`src/rtl/bks_sub32_pipe.sv`:
```
// Three-stage pipelined 32-bit Brent-Kung subtractor: Diff = A - B - Bin, computed as A + ~B + ~Bin.
// Valid/ready handshake on both sides; only the output registers and valid bits carry reset.
module bks_sub32_pipe #(
    parameter int WIDTH = 32
) (
    input  logic             clk,
    input  logic             rst_n,
    input  logic             in_valid,
    output logic             in_ready,
    input  logic [WIDTH-1:0] A,
    input  logic [WIDTH-1:0] B,
    input  logic             Bin,
    output logic             out_valid,
    input  logic             out_ready,
    output logic [WIDTH-1:0] Diff,
    output logic             Bout,
    output logic             Ovf
);

    logic             adv1, adv2, adv3;
    logic             vld_p1_q, vld_p2_q, vld_p3_q;
    logic             vld_p1_d, vld_p2_d, vld_p3_d;

    logic [WIDTH-1:0] g_p1_q, p_p1_q;
    logic             c0_p1_q;

    logic [WIDTH-1:0] ug, up;
    logic [6:0]       pg2_d;
    logic [2:0]       pg4_d;
    logic             pg8_d;

    logic [WIDTH-1:0] gu_p2_q, p_p2_q;
    logic [6:0]       pg2_p2_q;
    logic [2:0]       pg4_p2_q;
    logic             pg8_p2_q;
    logic             c0_p2_q;

    logic [WIDTH-1:0] cg, carry, diff_d;
    logic             bout_d, ovf_d;

    logic [WIDTH-1:0] diff_p3_q;
    logic             bout_p3_q, ovf_p3_q;

    // A stage may take new contents when it is empty or its successor is moving on.
    assign adv3     = ~vld_p3_q | out_ready;
    assign adv2     = ~vld_p2_q | adv3;
    assign adv1     = ~vld_p1_q | adv2;
    assign in_ready = adv1;

    always_comb begin
        vld_p1_d = vld_p1_q;
        vld_p2_d = vld_p2_q;
        vld_p3_d = vld_p3_q;
        if (adv1) vld_p1_d = in_valid;
        if (adv2) vld_p2_d = vld_p1_q;
        if (adv3) vld_p3_d = vld_p2_q;
    end

    always_ff @(posedge clk or negedge rst_n) begin
        if (!rst_n) begin
            vld_p1_q <= 1'b0;
            vld_p2_q <= 1'b0;
            vld_p3_q <= 1'b0;
        end else begin
            vld_p1_q <= vld_p1_d;
            vld_p2_q <= vld_p2_d;
            vld_p3_q <= vld_p3_d;
        end
    end

    // ---- S1: bitwise generate/propagate of A + ~B, carry-in ~Bin ----
    always_ff @(posedge clk) begin
        if (adv1 && in_valid) begin
            g_p1_q  <= A & ~B;
            p_p1_q  <= ~(A ^ B);
            c0_p1_q <= ~Bin;
        end
    end

    // In-place up-sweep: afterwards position i holds the group ending at i whose span is 2^tz(i+1).
    always_comb begin
        ug    = g_p1_q;
        up    = p_p1_q;
        ug[0] = g_p1_q[0] | (p_p1_q[0] & c0_p1_q);
        for (int l = 1; l <= 5; l++) begin
            for (int i = 0; i < WIDTH; i++) begin
                if ((i & ((1 << l) - 1)) == ((1 << l) - 1)) begin
                    ug[i] = ug[i] | (up[i] & ug[i - (1 << (l - 1))]);
                    up[i] = up[i] & up[i - (1 << (l - 1))];
                end
            end
        end
        for (int k = 0; k < 7; k++) pg2_d[k] = up[4*k + 5];
        for (int k = 0; k < 3; k++) pg4_d[k] = up[8*k + 11];
        pg8_d = up[23];
    end

    // ---- S2: up-sweep tree nodes plus the raw propagate vector ----
    always_ff @(posedge clk) begin
        if (adv2 && vld_p1_q) begin
            gu_p2_q  <= ug;
            p_p2_q   <= p_p1_q;
            pg2_p2_q <= pg2_d;
            pg4_p2_q <= pg4_d;
            pg8_p2_q <= pg8_d;
            c0_p2_q  <= c0_p1_q;
        end
    end

    // Down-sweep at half-spans 8, 4, 2, 1; the only group-P nodes still needed are the ones kept in S2.
    always_comb begin
        cg     = gu_p2_q;
        cg[23] = cg[23] | (pg8_p2_q & cg[15]);
        for (int k = 0; k < 3; k++)
            cg[8*k + 11] = cg[8*k + 11] | (pg4_p2_q[k] & cg[8*k + 7]);
        for (int k = 0; k < 7; k++)
            cg[4*k + 5] = cg[4*k + 5] | (pg2_p2_q[k] & cg[4*k + 3]);
        for (int k = 0; k < 15; k++)
            cg[2*k + 2] = cg[2*k + 2] | (p_p2_q[2*k + 2] & cg[2*k + 1]);
        carry  = {cg[WIDTH-2:0], c0_p2_q};
        diff_d = p_p2_q ^ carry;
        bout_d = ~cg[WIDTH-1];
        ovf_d  = cg[WIDTH-1] ^ cg[WIDTH-2];
    end

    // ---- S3: output register, cleared by reset so outputs read zero while rst_n is low ----
    always_ff @(posedge clk or negedge rst_n) begin
        if (!rst_n) begin
            diff_p3_q <= '0;
            bout_p3_q <= 1'b0;
            ovf_p3_q  <= 1'b0;
        end else if (adv3 && vld_p2_q) begin
            diff_p3_q <= diff_d;
            bout_p3_q <= bout_d;
            ovf_p3_q  <= ovf_d;
        end
    end

    assign out_valid = vld_p3_q;
    assign Diff      = diff_p3_q;
    assign Bout      = bout_p3_q;
    assign Ovf       = ovf_p3_q;

endmodule

```
`config.mk`:
```
export PLATFORM = sky130hd
export DESIGN_NAME = bks_sub32_pipe
export DESIGN_NICKNAME = d
export VERILOG_FILES = /design/src/rtl/bks_sub32_pipe.sv
export SDC_FILE = /design/constraint.sdc
export NUM_CORES = 1
export LEC_CHECK = 0
export CORE_MARGIN = 2
export CORE_UTILIZATION = 58
export DETAILED_ROUTE_END_ITERATION = 10
export PLACE_DENSITY_LB_ADDON = 0.05
export SETUP_SLACK_MARGIN = 0.05
export SYNTH_ARGS = -nofsm -noshare
export SYNTH_HDL_FRONTEND = slang
export SYNTH_SLANG_ARGS = --single-unit
export TNS_END_PERCENT = 100
```
`constraint.sdc`:
```
create_clock -name clk -period 4.6 [get_ports clk]
set_clock_uncertainty 0.1 [all_clocks]
set_input_delay 1.38 -clock clk [delete_from_list [all_inputs] [get_ports clk]]
set_output_delay 1.38 -clock clk [all_outputs]
set_load 0.03 [all_outputs]
```
==> results by group, run 1 <==
Outcome
  • Outcome: completed

CTS
  • Clk buf depth: 2
  • H-tree depth: 4
  • CTS clk-pin slew, worst paths: 0.06 ns
  • Post-CTS Setup Inserts: 0
  • CTS Hold Buffers Added: 0
  • Clock root buffer: clkbuf_16
  • CTS sink cnt: 178
  • Worst skew pair latency: about 0.42 ns
  • CTS tree: built
  • CTS Buf Count: 17
  • PostCTS Resize Cnt: 0

Routing
  • DR vias: between 3000 and 4000
  • Post-route ant nets: 0
  • 1st-pass router iterations: 4
  • DR vias/cell: between 5 and 6
  • Routed WL per cell: 15.4 µm
  • Final WL: between 10 and 15 mm
  • Drt drc: 0
  • 1st-iter DRT viols: between 150 and 200

Timing
  • Final min period: 4.19 ns
  • Worst-Margin Slew: approximately 1.0 ns
  • Slew headroom: about a third
  • Final setup viols: 0
  • Max Freq: around 240 MHz
  • RSZ-0062 raised after global routing: false
  • Final hold violation count: 0
  • Setup TNS: 0 ns
  • Slew Limit Fails: 0
  • Period utilisation layout: around nine tenths

Critical path
  • Critical Path AT: between 2 and 3 ns
  • R2r startpoint: p_p1_q[21]
  • Reg2reg end: gu_p2_q[31]
  • Reg2reg setup slack: about 2.4 ns
  • Delay-heaviest family, CP: buffers and inverters
  • Crit path max-delay cell type: clkdlybuf4s50_1
  • WP data required: between 3 and 4 ns
  • Register-to-Register Path Depth: 5
  • Crit. path cell count: 4
  • CP startpoint kind: input port
  • Critical path's largest stage delay: 0.68 ns
  • Crit Path Class: in -> out
  • Crit-path most repeated cell: clkdlybuf4s50_1
  • Crit-path cells: clkdlybuf4s50_1 -> nor2b_1 -> nand3_1 -> clkdlybuf4s50_1
  • Crit-path max FO: 3
  • Worst Path Buf+Inv: 2
  • Crit end category: primary output

Pwr
  • Power per cell area: approximately 480 nW/µm²
  • Leak: roughly 0.0036 µW
  • Maximum vdd ir drop: between 0.0002 and 0.0003 V

Floorplan
  • Die height: 114 µm
  • Num ports: 105
  • Die width: between 100 and 150 µm
  • Cell Rows: 40
  • Die ar.: ~13000 µm²
  • Placeable Area: between 10000 and 15000 µm²
  • Initial core utilization: about three fifths

Logic synthesis
  • Sequential-to-total area share from yosys stat: between 70% and 80%
  • Ys async rst share: about a fifth
  • Yosys cell types: 34
  • Post-synth EDFFs: between 100 and 150
  • Post-synth top area share: between 60 and 70%
  • Yosys warnings: 0
  • Ys flop type: edfxtp_1
  • Average size of a mapped cell: approximately 16 µm²
  • Synth area leaders: edfxtp_1, dfrtp_1, ha_1
  • Synthesized cell area: roughly 7000 µm²
  • Cell accounting for the most synthesized area: edfxtp_1
  • FF+latch count, synth: about 180
  • Post-Syn Nets: between 500 and 600
  • Synthesized instance count: 435

Global route
  • Grt ovf: 0
  • Vias in the first global route: 3751
  • Initial antenna violation count: 0
  • Largest net degree at the start of global routing: slightly below 80
  • First-pass GRT wire length: 17.8 mm
  • All-Layer GR Usage: 18.5%

Place
  • Post-placement cell count: 682
  • Placer Congestion: roughly 0.75
  • Dpl hpwl: between 7 and 8 mm
  • I/O Buffers: between 100 and 150

Finish
  • Finished Layout Cells: about 700
  • Area delta synth->final: 26.1%
  • Layout cells sized above 1: a little under a tenth
  • Nets: between 600 and 700
  • N_diodes: 0

Worst hold path
  • Hold Startpoint: p_p1_q[24]
  • Min-Delay Path Class: reg -> reg
  • Hold Path Depth: 0
  • WHS Endpoint: p_p2_q[24]

Flow run
  • Max_cap viols: 0
flip-flops by register name, summed over array words and instances (netlist names), 3 cells and up:
signal    flops
Diff         32
g_p1_q       32
gu_p2_q      32
p_p1_q       32
p_p2_q       32
pg2_p2_q      7
pg4_p2_q      3
per-stage QoR:
step	area [µm²]	power (µW)	setup slack, ns	hold WS (ns)	utilization (%)
floorplan	6980	2520	0.768	0.318	-
global placement	8210	2840	0.440	0.327	69.2
detailed placement	8210	2870	0.398	0.333	69.2
CTS	8800	4270	0.397	0.347	74.2
global route	8800	4420	0.311	0.349	74.2
finish	8800	4240	0.414	0.346	74.2
routing by layer:
| metal | track usage, % | vias to the layer above | part of all wire [%] |
|---|---|---|---|
| met5 | 0 | - | 0 |
| met4 | 8.78 | 0 | 2.3 |
| met3 | 4.68 | 22 | 4.5 |
| met2 | 31.0 | 91 | 50 |
| met1 | 22.8 | 1740 | 43 |
| li1 | - | 1818 | - |
worst max-delay path by stage:
| stage | startpoint | to | slack [ns] |
|---|---|---|---|
| finish | out_ready | in_ready | 0.41 |
| global route | out_ready | in_ready | 0.31 |
| CTS | out_ready | in_ready | 0.40 |
| detailed placement | out_ready | in_ready | 0.40 |
| global placement | out_ready | in_ready | 0.44 |
| floorplan | out_ready | c0_p1_q | 0.77 |
report_power, final:
group | internal, µW | switching (µW)
Clock | 864 | 545
Combinational | 330 | 406
Sequential | 1990 | 105
worst reg2reg max path: cells and delay by family, from the launching register on:
family          cells  cell delay (ns)
compound gates      3             0.72
simple gates        2             0.68
flops               1             0.45
placed cells by master (no fill, tap or decap), types with 2 or more instances in the layout:
master | synthesis | final
and2_2 | 1 | 2
inv_1 | 37 | 37
clkbuf_8 | 0 | 6
nand2_1 | 28 | 27
clkbuf_16 | 0 | 18
and3_1 | 2 | 2
a211oi_1 | 2 | 2
nand2b_1 | 4 | 4
xor2_1 | 16 | 16
nor2_1 | 17 | 17
nand4_1 | 2 | 2
nand3_1 | 6 | 6
clkdlybuf4s50_1 | 0 | 103
dfrtp_1 | 37 | 37
ha_1 | 47 | 47
o21ai_0 | 23 | 23
xnor2_1 | 2 | 2
clkbuf_1 | 5 | 5
a21o_1 | 24 | 24
edfxtp_1 | 141 | 141
a21oi_1 | 6 | 6
clkinv_2 | 0 | 2
and2_1 | 6 | 4
mux2_2 | 15 | 15
layout make-up:
| class | count | area, µm² |
|---|---|---|
| well taps | 147 | 184 |
| repair buffers | 105 | 1060 |
| flip-flops and latches | 178 | 5160 |
| multi-input cells | 215 | 1670 |
| clock inverters | 3 | 40.0 |
| fillers | 758 | 3060 |
| inverters | 37 | 139 |
| clock buffers | 29 | 552 |
cells by family after synthesis:
logic type               synth area share [%]
multiplexers                             2.42
flip-flops                               73.9
buffers and inverters                    2.26
XOR/XNOR                                 2.26
AO/OA/AOI/OAI                            5.81
adder cells (fa/ha/maj)                  8.43
AND/OR/NAND/NOR                          4.89
synth_stat cells (2+ instances only):
cell      count
a211oi_1      2
a21o_1       24
a21oi_1       6
and2_1        6
and3_1        2
clkbuf_1      5
dfrtp_1      37
edfxtp_1    141
ha_1         47
inv_1        37
mux2_2       15
nand2_1      28
nand2b_1      4
nand3_1       6
nand4_1       2
nor2_1       17
o21ai_0      23
xnor2_1       2
xor2_1       16
Power figures use the tool's default switching activity.
==> inputs of run 2 (changes only) <==
--- a/config.mk
+++ b/config.mk
@@ -13,4 +13,4 @@
 export SYNTH_ARGS = -nofsm -noshare
 export SYNTH_HDL_FRONTEND = slang
 export SYNTH_SLANG_ARGS = --single-unit
-export TNS_END_PERCENT = 100
+export TNS_END_PERCENT = 30
==> results of run 2 <==
No change in the layout: final DEF, timing and power equal those of run 1.
==> inputs of run 3 (changes only) <==
--- a/config.mk
+++ b/config.mk
@@ -8,6 +8,7 @@
 export CORE_MARGIN = 2
 export CORE_UTILIZATION = 58
 export DETAILED_ROUTE_END_ITERATION = 10
+export MAX_ROUTING_LAYER = met4
 export PLACE_DENSITY_LB_ADDON = 0.05
 export SETUP_SLACK_MARGIN = 0.05
 export SYNTH_ARGS = -nofsm -noshare
==> results by group, run 3 (synthesis results as in run 1) <==
CTS
  • PostCTS Resize Cnt: 0
  • H-tree depth: 4
  • Worst skew pair latency: 0.42 ns
  • Post-CTS Setup Inserts: 0
  • Clk buf depth: 2
  • CTS sink cnt: 178
  • CTS tree: built
  • CTS Buf Count: 17
  • CTS clk-pin slew, worst paths: roughly 0.06 ns
  • Clock root buffer: clkbuf_16
  • CTS Hold Buffers Added: 0

Worst hold path
  • Hold Startpoint: p_p1_q[24]
  • Min-Delay Path Class: reg -> reg

Global route
  • Initial antenna violation count: 0
  • Largest net degree at the start of global routing: between 70 and 80
  • First-pass GRT wire length: around 18 mm
  • All-Layer GR Usage: around a fifth
  • Grt ovf: 0
  • Vias in the first global route: ~3800

Critical path
  • Crit path launch: out_ready
  • R2r startpoint: p_p1_q[21]
  • CP startpoint kind: input port
  • WP data required: about 3.1 ns
  • Crit end category: primary output
  • Critical Path AT: around 2.7 ns
  • Crit Path Class: in -> out
  • Crit-path max FO: 3

Timing
  • Period utilisation layout: between 90 and 100%
  • Final min period: about 4.2 ns
  • Max Freq: around 240 MHz
  • Slew headroom: around a third
  • Worst-Margin Slew: approximately 0.99 ns
  • RSZ-0062 raised after global routing: false
  • Slew Limit Fails: 0
  • Setup TNS: 0 ns
  • Final hold violation count: 0
  • Final setup viols: 0

Finish
  • Nets: 670
  • Commonest non-fill, non-tap cell in the layout: edfxtp_1
  • Layout cells sized above 1: a little under a tenth
  • Fillers: roughly 760
  • Area delta synth->final: 26.1%
  • Final core occ: about three quarters
  • Most frequent cells in the layout: edfxtp_1, clkdlybuf4s50_1, ha_1, dfrtp_1, inv_1
  • Multi-input gate area: 1670 µm²
  • N_diodes: 0
  • Storage cell area: between 5000 and 6000 µm²

Routing
  • 1st-pass router iterations: 4
  • Final WL: between 10 and 15 mm
  • DR vias/cell: about 5.2
  • Post-route ant nets: 0
  • 1st-iter DRT viols: between 200 and 250
  • DR vias: 3681
  • Routed WL per cell: 15.4 µm
  • Drt drc: 0

Outcome
  • Outcome: completed

Floorplan
  • Initial core utilization: between 50% and 60%
  • Die width: 114 µm
  • Cell Rows: 40
  • Die ar.: 12900 µm²
  • Placeable Area: about 12000 µm²
  • Die height: between 100 and 150 µm
  • Num ports: between 100 and 150

Pwr
  • Maximum vdd ir drop: 0.000254 V
  • Leak: ~0.0036 µW
  • Power per cell area: between 400 and 500 nW/µm²

Place
  • Dpl hpwl: roughly 7.6 mm
  • Placer Congestion: approximately 0.76
  • I/O Buffers: approximately 100

Flow run
  • Max_cap viols: 0
-- run 3: worst paths after layout --
check	end	slack (ns)	depth (start not counted)
setup / recovery	in_ready	0.41	4
hold / removal	p_p2_q[24]	0.35	0
setup reg to reg	gu_p2_q[31]	2.43	5
hold reg to reg	p_p2_q[24]	0.35	0
max in group asynchronous	Diff[21]	2.85	1
min in group asynchronous	Diff[6]	0.99	1
-- run 3: per-layer routing --
metal	part of all wire [%]	vias to the layer above	GRT usage [%]
met3	5.1	20	4.46
met5	0	-	-
met2	51	96	31.1
li1	-	1820	-
met4	2.3	0	9.02
met1	42	1745	22.7
-- run 3: critical path: stages --
cell and delay [ns]:
clkdlybuf4s50_1 0.47, nor2b_1 0.06, nand3_1 0.11, clkdlybuf4s50_1 0.68
-- run 3: layout make-up --
cell class / instances / area share [%]
sequential: 178 / 58.6
multi-input combinational: 215 / 19.0
timing repair buffer: 105 / 12.0
clock buffer: 29 / 6.27
tap: 147 / 2.09
inverter: 37 / 1.58
clock inverter: 3 / 0.455
-- run 3: report_power, final --
group          internal [µW]  switching (µW)
combinational            330             406
sequential              1990             105
clock                    864             544
total                   3180            1050
-- run 3: per-stage QoR --
step	instances	area, µm²	hold WS [ns]	power (µW)	worst slack, ns
2_1_floorplan	435	6980	0.318	2520	0.768
3_3_place_gp	682	8210	0.327	2840	0.440
3_5_place_dp	682	8210	0.333	2870	0.398
4_1_cts	714	8800	0.347	4270	0.397
5_1_grt	714	8800	0.349	4420	0.311
6_report	714	8800	0.347	4240	0.414
